===== src/rtl/serial_display_receiver_pkg.sv =====
`default_nettype none
// ============================================================================
// Module : serial_display_receiver_pkg
// Brief  : Display-bus geometry defaults, event/status types, width helper.
// Rev    : 1.0 - initial release
// ============================================================================
package serial_display_receiver_pkg;

    localparam int DIGIT_COUNT         = 6;
    localparam int SEGMENT_COUNT       = 8;
    localparam int DEFAULT_SHIFT_WIDTH = DIGIT_COUNT * SEGMENT_COUNT;
    localparam int DEFAULT_SYNC_STAGES = 2;

    // Serial-bus activity seen in one system clock cycle: {latch, shift}.
    typedef enum logic [1:0] {
        EV_NONE        = 2'b00,
        EV_SHIFT       = 2'b01,
        EV_LATCH       = 2'b10,
        EV_SHIFT_LATCH = 2'b11
    } bus_event_e;

    typedef struct packed {
        logic valid;
        logic frame_err;
        logic overrun;
    } rx_status_t;

    // Room for SHIFT_WIDTH+1 so an over-long frame is distinguishable.
    function automatic int count_width(input int shift_width);
        return $clog2(shift_width + 2);
    endfunction

endpackage
`default_nettype wire


===== src/rtl/serial_display_receiver_sync_edge_detect.sv =====
`default_nettype none
// ============================================================================
// Module : serial_display_receiver_sync_edge_detect
// Brief  : Multi-flop synchroniser with one-flop rising-edge detector.
// Rev    : 1.0 - initial release
// ============================================================================
module serial_display_receiver_sync_edge_detect #(
    parameter int SYNC_STAGES = 2
) (
    input  logic i_clk,
    input  logic i_reset_n,
    input  logic i_async,
    output logic o_sync,
    output logic o_rise
);

    logic [SYNC_STAGES-1:0] chain;
    logic                   prev;

    always_ff @(posedge i_clk or negedge i_reset_n) begin
        if (!i_reset_n) begin
            chain <= '0;
            prev  <= 1'b0;
        end else begin
            chain <= {chain[SYNC_STAGES-2:0], i_async};
            prev  <= chain[SYNC_STAGES-1];
        end
    end

    assign o_sync = chain[SYNC_STAGES-1];
    assign o_rise = o_sync & ~prev;

endmodule
`default_nettype wire


===== src/rtl/serial_display_receiver.sv =====
`default_nettype none
// ============================================================================
// Module : serial_display_receiver
// Brief  : Oversampling multi-channel display shift-bus receiver with latch,
//          valid/ack handshake, framing-error and overrun flags.
// Rev    : 1.0 - initial release
// ============================================================================
module serial_display_receiver
    import serial_display_receiver_pkg::*;
#(
    parameter int SHIFT_WIDTH = DEFAULT_SHIFT_WIDTH,
    parameter int CHANNELS    = 1,
    parameter bit MSB_FIRST   = 1'b1,
    parameter int SYNC_STAGES = DEFAULT_SYNC_STAGES
) (
    input  logic                            i_clk,
    input  logic                            i_reset_n,
    input  logic                            i_en,
    input  logic                            i_serial_clk,
    input  logic                            i_serial_latch,
    input  logic [CHANNELS-1:0]             i_serial_data,
    input  logic                            i_ack,
    output logic [CHANNELS*SHIFT_WIDTH-1:0] o_parallel_data,
    output logic                            o_valid,
    output logic                            o_frame_err,
    output logic                            o_overrun
);

    localparam int               CNT_W      = count_width(SHIFT_WIDTH);
    localparam int               DATA_W     = CHANNELS * SHIFT_WIDTH;
    localparam logic [CNT_W-1:0] COUNT_FULL = CNT_W'(SHIFT_WIDTH);
    localparam logic [CNT_W-1:0] COUNT_MAX  = {CNT_W{1'b1}};

    // Reset asserts asynchronously everywhere but releases on a clock edge.
    logic [1:0] rst_pipe;
    logic       rst_n;

    always_ff @(posedge i_clk or negedge i_reset_n) begin
        if (!i_reset_n) begin
            rst_pipe <= 2'b00;
        end else begin
            rst_pipe <= {rst_pipe[0], 1'b1};
        end
    end

    assign rst_n = rst_pipe[1];

    logic clk_sync;
    logic clk_rise;
    logic latch_sync;
    logic latch_rise;
    logic unused_sync_levels;

    serial_display_receiver_sync_edge_detect #(
        .SYNC_STAGES (SYNC_STAGES)
    ) u_clk_sync (
        .i_clk     (i_clk),
        .i_reset_n (rst_n),
        .i_async   (i_serial_clk),
        .o_sync    (clk_sync),
        .o_rise    (clk_rise)
    );

    serial_display_receiver_sync_edge_detect #(
        .SYNC_STAGES (SYNC_STAGES)
    ) u_latch_sync (
        .i_clk     (i_clk),
        .i_reset_n (rst_n),
        .i_async   (i_serial_latch),
        .o_sync    (latch_sync),
        .o_rise    (latch_rise)
    );

    assign unused_sync_levels = clk_sync ^ latch_sync;

    // Data pipe has the same depth as the clk pipe, so the bit seen on a
    // detected clk edge is the one present at the pin edge.
    logic [SYNC_STAGES-1:0][CHANNELS-1:0] data_pipe;
    logic [CHANNELS-1:0]                  data_sync;

    always_ff @(posedge i_clk or negedge rst_n) begin
        if (!rst_n) begin
            data_pipe <= '0;
        end else begin
            data_pipe <= {data_pipe[SYNC_STAGES-2:0], i_serial_data};
        end
    end

    assign data_sync = data_pipe[SYNC_STAGES-1];

    logic       shift_go;
    logic       latch_go;
    bus_event_e bus_event;

    assign shift_go  = i_en & clk_rise;
    assign latch_go  = i_en & latch_rise;
    assign bus_event = bus_event_e'({latch_go, shift_go});

    logic [DATA_W-1:0] shift_q;
    logic [DATA_W-1:0] shift_d;
    logic [DATA_W-1:0] frame_src;

    for (genvar c = 0; c < CHANNELS; c++) begin : g_chan
        logic [SHIFT_WIDTH-1:0] cur;
        assign cur = shift_q[c*SHIFT_WIDTH +: SHIFT_WIDTH];
        if (MSB_FIRST) begin : g_msb_first
            assign shift_d[c*SHIFT_WIDTH +: SHIFT_WIDTH] =
                {cur[SHIFT_WIDTH-2:0], data_sync[c]};
        end else begin : g_lsb_first
            assign shift_d[c*SHIFT_WIDTH +: SHIFT_WIDTH] =
                {data_sync[c], cur[SHIFT_WIDTH-1:1]};
        end
    end

    always_ff @(posedge i_clk or negedge rst_n) begin
        if (!rst_n) begin
            shift_q <= '0;
        end else if (shift_go) begin
            shift_q <= shift_d;
        end
    end

    // A coincident shift is folded in before the frame is captured.
    assign frame_src = shift_go ? shift_d : shift_q;

    logic [CNT_W-1:0] count_q;
    logic [CNT_W-1:0] count_inc;

    always_comb begin
        count_inc = count_q;
        if (shift_go && (count_q != COUNT_MAX)) begin
            count_inc = count_q + CNT_W'(1);
        end
    end

    always_ff @(posedge i_clk or negedge rst_n) begin
        if (!rst_n) begin
            count_q <= '0;
        end else if (latch_go) begin
            count_q <= '0;
        end else begin
            count_q <= count_inc;
        end
    end

    logic [DATA_W-1:0] parallel_q;

    always_ff @(posedge i_clk or negedge rst_n) begin
        if (!rst_n) begin
            parallel_q <= '0;
        end else if (latch_go) begin
            parallel_q <= frame_src;
        end
    end

    rx_status_t status_q;
    rx_status_t status_d;

    // An ack coinciding with a latch consumes the old frame, so it is not an overrun.
    always_comb begin
        status_d = status_q;
        case (bus_event)
            EV_LATCH, EV_SHIFT_LATCH: begin
                status_d.valid     = 1'b1;
                status_d.frame_err = (count_inc != COUNT_FULL);
                if (status_q.valid && !i_ack) begin
                    status_d.overrun = 1'b1;
                end
            end
            default: begin
                if (i_ack) begin
                    status_d.valid = 1'b0;
                end
            end
        endcase
    end

    always_ff @(posedge i_clk or negedge rst_n) begin
        if (!rst_n) begin
            status_q <= '0;
        end else begin
            status_q <= status_d;
        end
    end

    assign o_parallel_data = parallel_q;
    assign o_valid         = status_q.valid;
    assign o_frame_err     = status_q.frame_err;
    assign o_overrun       = status_q.overrun;

endmodule
`default_nettype wire


===== config.mk =====
export PLATFORM = sky130hd
export DESIGN_NAME = serial_display_receiver
export DESIGN_NICKNAME = d
export VERILOG_FILES = /design/src/rtl/serial_display_receiver_pkg.sv /design/src/rtl/serial_display_receiver_sync_edge_detect.sv /design/src/rtl/serial_display_receiver.sv
export SDC_FILE = /design/constraint.sdc
export NUM_CORES = 1
export LEC_CHECK = 0
export CELL_PAD_IN_SITES_DETAIL_PLACEMENT = 1
export CELL_PAD_IN_SITES_GLOBAL_PLACEMENT = 1
export CORE_ASPECT_RATIO = 2
export CORE_MARGIN = 4
export CORE_UTILIZATION = 47
export DETAILED_ROUTE_END_ITERATION = 8
export DONT_BUFFER_PORTS = 1
export PLACE_DENSITY = 0.8
export SLEW_MARGIN = 40
export SYNTH_ARGS = -nofsm -noshare
export SYNTH_HDL_FRONTEND = slang
export SYNTH_SLANG_ARGS = --single-unit

===== constraint.sdc =====
create_clock -name i_clk -period 3.7 [get_ports i_clk]
set_input_delay 0.37 -clock i_clk [delete_from_list [all_inputs] [get_ports i_clk]]
set_output_delay 0.37 -clock i_clk [all_outputs]
set_load 0.1 [all_outputs]

==> flow_summary.json <==
{
  "core-area_sq_um": 9010,
  "hold_slack_ns": 0.166,
  "crit_type": "register to register",
  "row_count": 49,
  "antenna_found_initial": 0,
  "met3WireLength_microns": 345,
  "initial_core_util_pct": 48.0,
  "drt-total-wl_microns": 10200,
  "max_slew.worst_pin.slew_ns": 0.885,
  "rsz0062_at_grt": "false",
  "final_nets": 491,
  "setup_tns_ns": 0,
  "ys_seq_area_share_pct": 66.5,
  "vdd.ir_drop.worst_uv": 396,
  "die_w_microns": 75.8,
  "cp.required_ns": 4.03,
  "setup_violations": 0,
  "timing.fmax_ghz": 0.547,
  "max_slew_margin_pct": 41.0,
  "p_total_mw": 3.45,
  "synth-edff-count": 0,
  "clock_skew_ns": 0.0144,
  "die-height_microns": 144,
  "viasPerCell": 5.16,
  "gp_congestion": 0.774,
  "post_drt_wl_per_cell_microns": 17.0,
  "cts.sink_count": 115,
  "wl_met1_microns": 3850,
  "end_kind": "register",
  "route.met2.wl_microns": 5740,
  "power_density_nw_per_um2": 651,
  "path_max_fanout": 51,
  "fillers": 996,
  "cts_tree": "done",
  "drive_above_1_share_pct": 18.8,
  "cts_setup_buffers": 0,
  "post-route-drc-count": 0,
  "status": "finished clean",
  "syn_nets": 478,
  "syn_to_final_growth_pct": 22.6,
  "fin_crit_sh_pct": 49.4,
  "syn_inst": 470,
  "grt_overflow": 0,
  "async_flop_share_pct": 100,
  "drt_first_iter_violations": 103,
  "dpl.hpwl_microns": 5990,
  "yosys_warnings": 0,
  "p_leak_nw": 2.79,
  "cts-htree-levels": 4,
  "placed_area_sq_um": 4570,
  "track_usage_pct": 21.0,
  "cp.arrival_ns": 2.16,
  "synth-seq-cells": 115,
  "top_level_ports": 58,
  "path_clk_slew_ns": 0.05,
  "mappedNetlistArea_sq_um": 4330,
  "grt_max_degree": 65,
  "start_kind": "register",
  "stdcell_area_sq_um": 5310,
  "synth_top_flop_cell": "dfrtp_1",
  "dieArea_sq_um": 10900,
  "hold_class": "input port to register",
  "slew_violations": 0,
  "cap_violations": 0,
  "cts_made_buffers": 17,
  "ys_types": 28,
  "num_antenna_cells": 0,
  "top_layer": "met4",
  "hold_viol": 0,
  "fin_crit_ns": 1.83,
  "clk_path_buf_depth": 2,
  "grt_pass1_vias": 3455,
  "clk_latency_ns": 0.41,
  "seq_area_sq_um": 2940,
  "drtPass1Iterations": 4,
  "vias": 3087,
  "avgSynthCellArea_sq_um": 9.20,
  "multi_input_area_sq_um": 1360,
  "port_buffers": 0,
  "ant_nets": 0,
  "grt_pass1_wl_microns": 16800,
  "clockRootBuffer": "clkbuf_16"
}
flip-flops by register name, summed over array words and instances (netlist names):
register	count
g_chan.cur	48
o_parallel_data	48
count_q	6
rst_pipe	2
u_clk_sync.chain	2
u_latch_sync.chain	2
data_pipe	1
data_sync	1
o_frame_err	1
o_overrun	1
o_valid	1
u_clk_sync.prev	1
u_latch_sync.prev	1
per-stage QoR:
step | instances | setup slack, ns | util, %
finish | 598 | 1.87 | 58.9
global route | 598 | 1.70 | 58.9
CTS | 597 | 1.87 | 58.2
detailed placement | 561 | 1.87 | 50.7
global placement | 553 | 1.92 | 48.8
floorplan | 470 | 0.259 | -
timing repair:
action	CTS	global route
resized for setup	0	0
hold buffers	4	0
hold endpoints to repair	5	0
endpoints found under the setup margin	0	0
worst max-delay path: stages, from the launching register on:
cell	delay [ns]
dfrtp_1	0.36
and3b_2	0.26
buf_4	0.46
a21oi_1	0.17
a31oi_1	0.26
a211oi_2	0.08
a31oi_1	0.16
logic make-up after synthesis:
family | Yosys count | synth area share, %
buf+inv | 24 | 2.26
other cells | 1 | 0.0867
mux | 2 | 0.463
flops | 115 | 66.5
simple gates | 317 | 28.3
compound gates | 7 | 1.45
xor+xnor | 3 | 0.608
fa+ha+maj | 1 | 0.289
synth_stat cells (all sizes together), types with 2 or more instances:
cell type  instances  area (sq um)
a31oi              2          12.5
and2               2          12.5
buf                6          30.0
clkbuf            17          63.8
dfrtp            115          2880
mux2i              2          20.0
nand2            294          1100
nand3              2          10.0
nand4              3          18.8
nor2              10          37.5
xnor2              2          17.5
cell type report:
| class | count | area share [%] |
|---|---|---|
| well taps | 102 | 2.41 |
| clock buffers | 24 | 9.65 |
| inverters | 1 | 0.0708 |
| multi-input cells | 331 | 25.7 |
| flip-flops and latches | 115 | 55.4 |
| repair buffers | 17 | 4.50 |
| clock inverters | 8 | 2.31 |
final timing paths:
| kind | from | endpoint | slack (ns) | cells past startpoint |
|---|---|---|---|---|
| max | u_clk_sync.prev$_DFF_PN0_ | o_frame_err$_DFFE_PN0P_ | 1.87 | 6 |
| min | i_ack | o_valid$_DFFE_PN0P_ | 0.17 | 2 |
| max reg2reg | u_clk_sync.prev$_DFF_PN0_ | o_frame_err$_DFFE_PN0P_ | 1.87 | 6 |
| min reg2reg | rst_pipe[1]$_DFF_PN0_ | o_parallel_data[22]$_DFFE_PN0P_ | 0.22 | 0 |
| min in group asynchronous | i_reset_n | rst_pipe[1]$_DFF_PN0_ | 0.19 | 1 |
| max in group asynchronous | rst_pipe[1]$_DFF_PN0_ | o_parallel_data[38]$_DFFE_PN0P_ | 2.51 | 2 |
per-layer routing:
layer / global-route usage (%) / vias to the layer above
met4: 9.31 / 0
met5: 0 / -
met2: 35.4 / 52
li1: - / 1467
met1: 23.1 / 1550
met3: 7.70 / 18
report_power, final:
| group | internal, mW | switching [mW] | total [mW] | leakage (nW) |
|---|---|---|---|---|
| Clock | 1.16 | 0.568 | 1.73 | 0.304 |
| Combinational | 0.0611 | 0.118 | 0.179 | 0.999 |
| Sequential | 1.32 | 0.220 | 1.54 | 1.49 |
| Total | 2.55 | 0.905 | 3.45 | 2.79 |
placed cells by master, fill, tap and decap left out, types with 4 or more instances in the layout:
| cell type | netlist | layout |
|---|---|---|
| clkbuf_16 | 0 | 17 |
| nand2_1 | 294 | 294 |
| buf_16 | 0 | 5 |
| dlygate4sd3_1 | 0 | 4 |
| nor2_1 | 10 | 9 |
| clkbuf_8 | 0 | 6 |
| dfrtp_1 | 115 | 68 |
| buf_4 | 1 | 4 |
| dfrtp_2 | 0 | 46 |
No activity file was read; power rests on OpenSTA's default activity.
